[config.mk]
export PLATFORM = sky130hd
export DESIGN_NAME = seq_accumulator
export DESIGN_NICKNAME = d
export VERILOG_FILES = /design/src/rtl/seq_acc_pkg.sv /design/src/rtl/sat_addsub.sv /design/src/rtl/seq_accumulator.sv
export SDC_FILE = /design/constraint.sdc
export NUM_CORES = 1
export LEC_CHECK = 0
export CAP_MARGIN = 20
export CORE_MARGIN = 2
export CORE_UTILIZATION = 44
export CTS_CLUSTER_DIAMETER = 200
export DETAILED_ROUTE_END_ITERATION = 7
export HOLD_SLACK_MARGIN = 0.06
export PLACE_DENSITY_LB_ADDON = 0.12
export SLEW_MARGIN = 25
export SYNTH_ARGS = -nofsm -noshare
export SYNTH_HDL_FRONTEND = slang
export SYNTH_SLANG_ARGS = --single-unit
[constraint.sdc]
create_clock -name clk -period 1.8 [get_ports clk]
set_input_delay 0.36 -clock clk [delete_from_list [all_inputs] [get_ports clk]]
set_output_delay 0.36 -clock clk [all_outputs]
set_load 0.03 [all_outputs]
[src/rtl/seq_acc_pkg.sv]
// Shared types for the framed sequence accumulator.
//   state_t : control FSM states
//   op_t    : per-operand arithmetic selection
package seq_acc_pkg;

  typedef enum logic [1:0] {
    IDLE  = 2'd0,
    ACCUM = 2'd1,
    DONE  = 2'd2
  } state_t;

  typedef enum logic {
    OP_ADD = 1'b0,
    OP_SUB = 1'b1
  } op_t;

endpackage

[src/rtl/sat_addsub.sv]
// Combinational WIDTH+1-bit add/subtract with optional clamping.
//   x, y : unsigned operands (r = x + y or x - y)
//   op   : 0 = add, 1 = subtract
//   r    : WIDTH-bit result (wrapped, or clamped when SATURATE=1)
//   ovf  : carry out on add, borrow out on subtract
module sat_addsub
  import seq_acc_pkg::*;
#(
  parameter int unsigned WIDTH    = 8,
  parameter bit          SATURATE = 1'b0
) (
  input  logic [WIDTH-1:0] x,
  input  logic [WIDTH-1:0] y,
  input  logic             op,
  output logic [WIDTH-1:0] r,
  output logic             ovf
);

  logic [WIDTH:0] ext;

  // Bit WIDTH of the extended result is the carry/borrow.
  always_comb begin
    if (op_t'(op) == OP_SUB) begin
      ext = {1'b0, x} - {1'b0, y};
    end else begin
      ext = {1'b0, x} + {1'b0, y};
    end
    ovf = ext[WIDTH];
    r   = ext[WIDTH-1:0];
    if (SATURATE && ovf) begin
      r = (op_t'(op) == OP_SUB) ? '0 : '1;
    end
  end

endmodule

[src/rtl/seq_accumulator.sv]
// Framed running-sum accumulator with valid/ready operand input.
//   clk, reset(active-low async)
//   start/len : begin a sequence of len operands (sampled in IDLE)
//   clr       : synchronous abort to IDLE, q cleared
//   in_valid/in_ready/a/op : operand handshake
//   q, count, busy, done, overflow : registered status/result
module seq_accumulator
  import seq_acc_pkg::*;
#(
  parameter int unsigned WIDTH    = 8,
  parameter int unsigned LEN_W    = 4,
  parameter bit          SATURATE = 1'b0
) (
  input  logic             clk,
  input  logic             reset,
  input  logic             start,
  input  logic [LEN_W-1:0] len,
  input  logic             clr,
  input  logic             in_valid,
  output logic             in_ready,
  input  logic [WIDTH-1:0] a,
  input  logic             op,
  output logic [WIDTH-1:0] q,
  output logic [LEN_W-1:0] count,
  output logic             busy,
  output logic             done,
  output logic             overflow
);

  state_t           state, state_n;
  logic [LEN_W-1:0] len_q, len_n;
  logic [WIDTH-1:0] q_n;
  logic [LEN_W-1:0] count_n;
  logic             ovf_n;
  logic             done_n, busy_n, ready_n;
  logic [WIDTH-1:0] sum_c;
  logic             sum_ovf_c;
  logic             last_c;

  sat_addsub #(
    .WIDTH    (WIDTH),
    .SATURATE (SATURATE)
  ) u_addsub (
    .x   (q),
    .y   (a),
    .op  (op),
    .r   (sum_c),
    .ovf (sum_ovf_c)
  );

  // ACCUM is only entered with len_q >= 1, so len_q-1 never underflows there.
  assign last_c = (count == LEN_W'(len_q - LEN_W'(1)));

  // State and datapath registers.
  always_ff @(posedge clk or negedge reset) begin
    if (!reset) begin
      state    <= IDLE;
      len_q    <= '0;
      q        <= '0;
      count    <= '0;
      overflow <= 1'b0;
      done     <= 1'b0;
      busy     <= 1'b0;
      in_ready <= 1'b0;
    end else begin
      state    <= state_n;
      len_q    <= len_n;
      q        <= q_n;
      count    <= count_n;
      overflow <= ovf_n;
      done     <= done_n;
      busy     <= busy_n;
      in_ready <= ready_n;
    end
  end

  // Next-state and next-output logic; clr overrides everything.
  always_comb begin
    state_n = state;
    len_n   = len_q;
    q_n     = q;
    count_n = count;
    ovf_n   = overflow;

    unique case (state)
      IDLE: begin
        if (start) begin
          q_n     = '0;
          count_n = '0;
          ovf_n   = 1'b0;
          len_n   = len;
          state_n = (len == '0) ? DONE : ACCUM;
        end
      end
      ACCUM: begin
        if (in_valid) begin
          q_n     = sum_c;
          count_n = LEN_W'(count + LEN_W'(1));
          ovf_n   = overflow | sum_ovf_c;
          if (last_c) begin
            state_n = DONE;
          end
        end
      end
      DONE: begin
        state_n = IDLE;
      end
      default: begin
        state_n = IDLE;
      end
    endcase

    if (clr) begin
      state_n = IDLE;
      q_n     = '0;
      count_n = '0;
      ovf_n   = 1'b0;
    end

    // Status flags are registered copies of the upcoming state.
    done_n  = (state_n == DONE);
    busy_n  = (state_n == ACCUM);
    ready_n = (state_n == ACCUM);
  end

endmodule
==> results.md <==
* Total grt overflow at 0
* Row cnt at 20
* Setup violations, final at 5
* GRT Total Usage at 22.5%
* Critical Path Sink Type: register
* Flop pwr share at 39.9%
* Max Freq at 451 MHz
* Max cap viols at 0
* Skew-Pair Late Insertion Delay at 0.31 ns
* YS warnings at 0
* Startpoint Class: input port
* Clock Tree Buf Depth at 2
* Initial Util at 46.3%
* TritonCTS Sinks at 21
* Tmin final at 2.22 ns
* Sw frac at 33.6%
* Syn Std Cell Area at 0.00141 mm^2
* Clk network pwr share at 17.6%
* Largest net degree at the start of global routing at 22
* CTS root buffer: clkbuf_4
* VDD IR-drop max at 0.268 mV
* Internal Pwr Total at 887 uW
* Yosys cell types at 31
* Crit path arrival time at 2.44 ns
* Core ar. at 0.00305 mm^2
* CTS tree: yes
* Avg Synthesized Cell Area at 9.23 um^2
* GP Congestion at 0.832
* Clock transition at the registers of the reported paths at 0.13 ns
* Fin Clk Skew at 0.0118 ns
* Final wirelength at 3.92 mm
* Die width at 60.7 um
* CTS H-tree depth at 1
* Status: finished, violations left
* Synth Register Bits at 21
* Setup TNS at -1.82 ns
* Final Hold Vio Count at 0
* Max FO, Critical Path at 3
* Number of max-slew violations in the final report at 0
* Worst rel slew slack at 60.5%
* ANT cells at 0
* Die Area at 0.00368 mm^2
* Initial DRT Pass Iterations at 4
* Most area-consuming cells after synthesis: dfrtp_1, ha_1, xnor2_1
* Global-route wire length before repair at 6.14 mm
* Req. time, crit path at 2.02 ns
* Drt via density at 5.22
* Failing checks: negative setup slack
* Switch Pwr at 448 uW
* Period utilization at 123%
* DRC Markers at 0
* Vias at 1450
* Slew @ Worst Pin at 0.592 ns
* Yosys top cell by area: dfrtp_1
* HPWL after DPL at 2.80 mm
* Layout area overhead at 62.4%
* I/O pins at 34
* DRT iter0 DRCs at 49
* CP Class: in -> reg
* Initial antenna violation count at 0
* CTS buffer count at 3
* Wire per inst at 14.1 um
* Seq/Total Area, Yosys at 37.2%
* Most frequent cells in the layout: buf_4, dfrtp_1, clkdlybuf4s50_1, o21ai_0, nor2_1
* Commonest non-fill, non-tap cell in the layout: buf_4
* Vias in the first global route at 1397
* Number of routed nets with antenna violations at 0
* Pre-CTS WS at -1.33 ns
* Die Y at 60.7 um
* Worst Hold Class: in -> async
* PwrDens at 582 mW/mm^2
* RSZ-0062 raised after global routing: true
* Share of cells above drive strength 1 at 34.6%
* Final #Nets at 265
* Cells after synthesis at 153
* Final WS setup at -0.416 ns
* Logic pwr share at 42.5%
* Syn Nets at 183
* PortBufs at 33
* Yosys top cell area share at 37.2%
* Leakage power at 1.12 nW
## power by group through the flow
stage               Sequential [mW]  Clock [mW]  Combinational (mW)
detailed placement            0.541           0               0.491
global placement              0.538           0               0.473
finish                        0.532       0.235               0.567
CTS                           0.532       0.242               0.515
floorplan                     0.566           0               0.259
global route                  0.536       0.253               0.622
## metal layers
layer  track usage [%]  part of all wire, %  vias to the layer above
li1                  -                    -                      713
met1              27.3                   41                      690
met2              40.2                   53                       41
met3              2.56                  4.0                        6
met4              9.32                  2.2                        0
met5                 0                    0                        -
## critical path, cell delays in order
cell and delay (ns):
buf_8 0.10, inv_4 0.05, ha_4 0.19, mux2_4 0.28
inv_2 0.07, ha_4 0.20, nor2b_4 0.12, o31a_1 0.28
o21a_1 0.21, or3_1 0.35, a32o_1 0.22
## cell type report
cell class	instances	area [um^2]
Fill cell	238	759
Inverter	10	52.6
Timing Repair Buffer	80	697
Multi-Input combinational cell	119	936
Clock inverter	1	5.00
Tap cell	44	55.1
Clock buffer	3	22.5
Sequential cell	21	526
## worst paths after layout
kind / end / slack [ns] / start / depth (start not counted)
max: q[5] / -0.42 / a[1] / 11
max in group asynchronous: q[2] / 1.19 / reset / 2
min: done / 0.38 / reset / 2
min in group clk: count[3] / 0.54 / count[3] / 1
min reg2reg: count[3] / 0.54 / count[3] / 1
max reg2reg: q[6] / -0.27 / q[0] / 8
## synthesized netlist by cell type
master / number
dfrtp_1: 21
o21ai_0: 17
nor2_1: 15
ha_1: 11
xnor2_1: 11
inv_1: 10
nand2_1: 9
a21oi_1: 8
o21a_1: 6
or3_1: 6
nor3_1: 5
a31oi_1: 4
a22o_1: 3
a32o_1: 3
mux2_2: 3
nor4_1: 3
clkbuf_1: 2
o211a_1: 2
o31a_1: 2
a2111oi_2: 1
buf_4: 1
fa_1: 1
nand2b_1: 1
nand3_1: 1
nand4_1: 1
nor2b_1: 1
nor2b_4: 1
nor3_2: 1
nor3b_1: 1
or4_1: 1
xor2_1: 1
## per-stage QoR
stage | cells | util [%] | hold slack, ns | total power, mW | instance area, um^2
after floorplan | 153 | - | 0.0644 | 0.825 | 1480
after detailed placement | 261 | 68.6 | 0.523 | 1.03 | 2090
after CTS | 272 | 72.0 | 0.391 | 1.29 | 2200
after global placement | 261 | 68.6 | 0.505 | 1.01 | 2090
final | 278 | 75.1 | 0.377 | 1.33 | 2290
after global routing | 278 | 75.1 | 0.412 | 1.41 | 2290
## cells by family (layout without fill, tap and decap cells)
| family | count (synthesis) | after routing | share of synthesized area [%] |
|---|---|---|---|
| mux | 3 | 3 | 2.39 |
| xor+xnor | 12 | 12 | 7.44 |
| fa+ha+maj | 12 | 12 | 11.2 |
| flops | 21 | 21 | 37.2 |
| buf+inv | 13 | 94 | 3.72 |
| simple gates | 46 | 46 | 16.6 |
| compound gates | 46 | 46 | 21.5 |
## sequential cells by signal, indices dropped and copies added, names as in the netlist
name	flops
busy	1
done	1
state	2
count	4
overflow	1
len_q	4
q	8
## timing repair
action / in CTS / in global routing
hold buffers: 0 / 0
setup buffers: 7 / 6
endpoints found under the setup margin: 17 / 18
pin swaps: 22 / 11
gates resized for setup: 39 / 17
No activity file was read; power rests on OpenSTA's default activity.
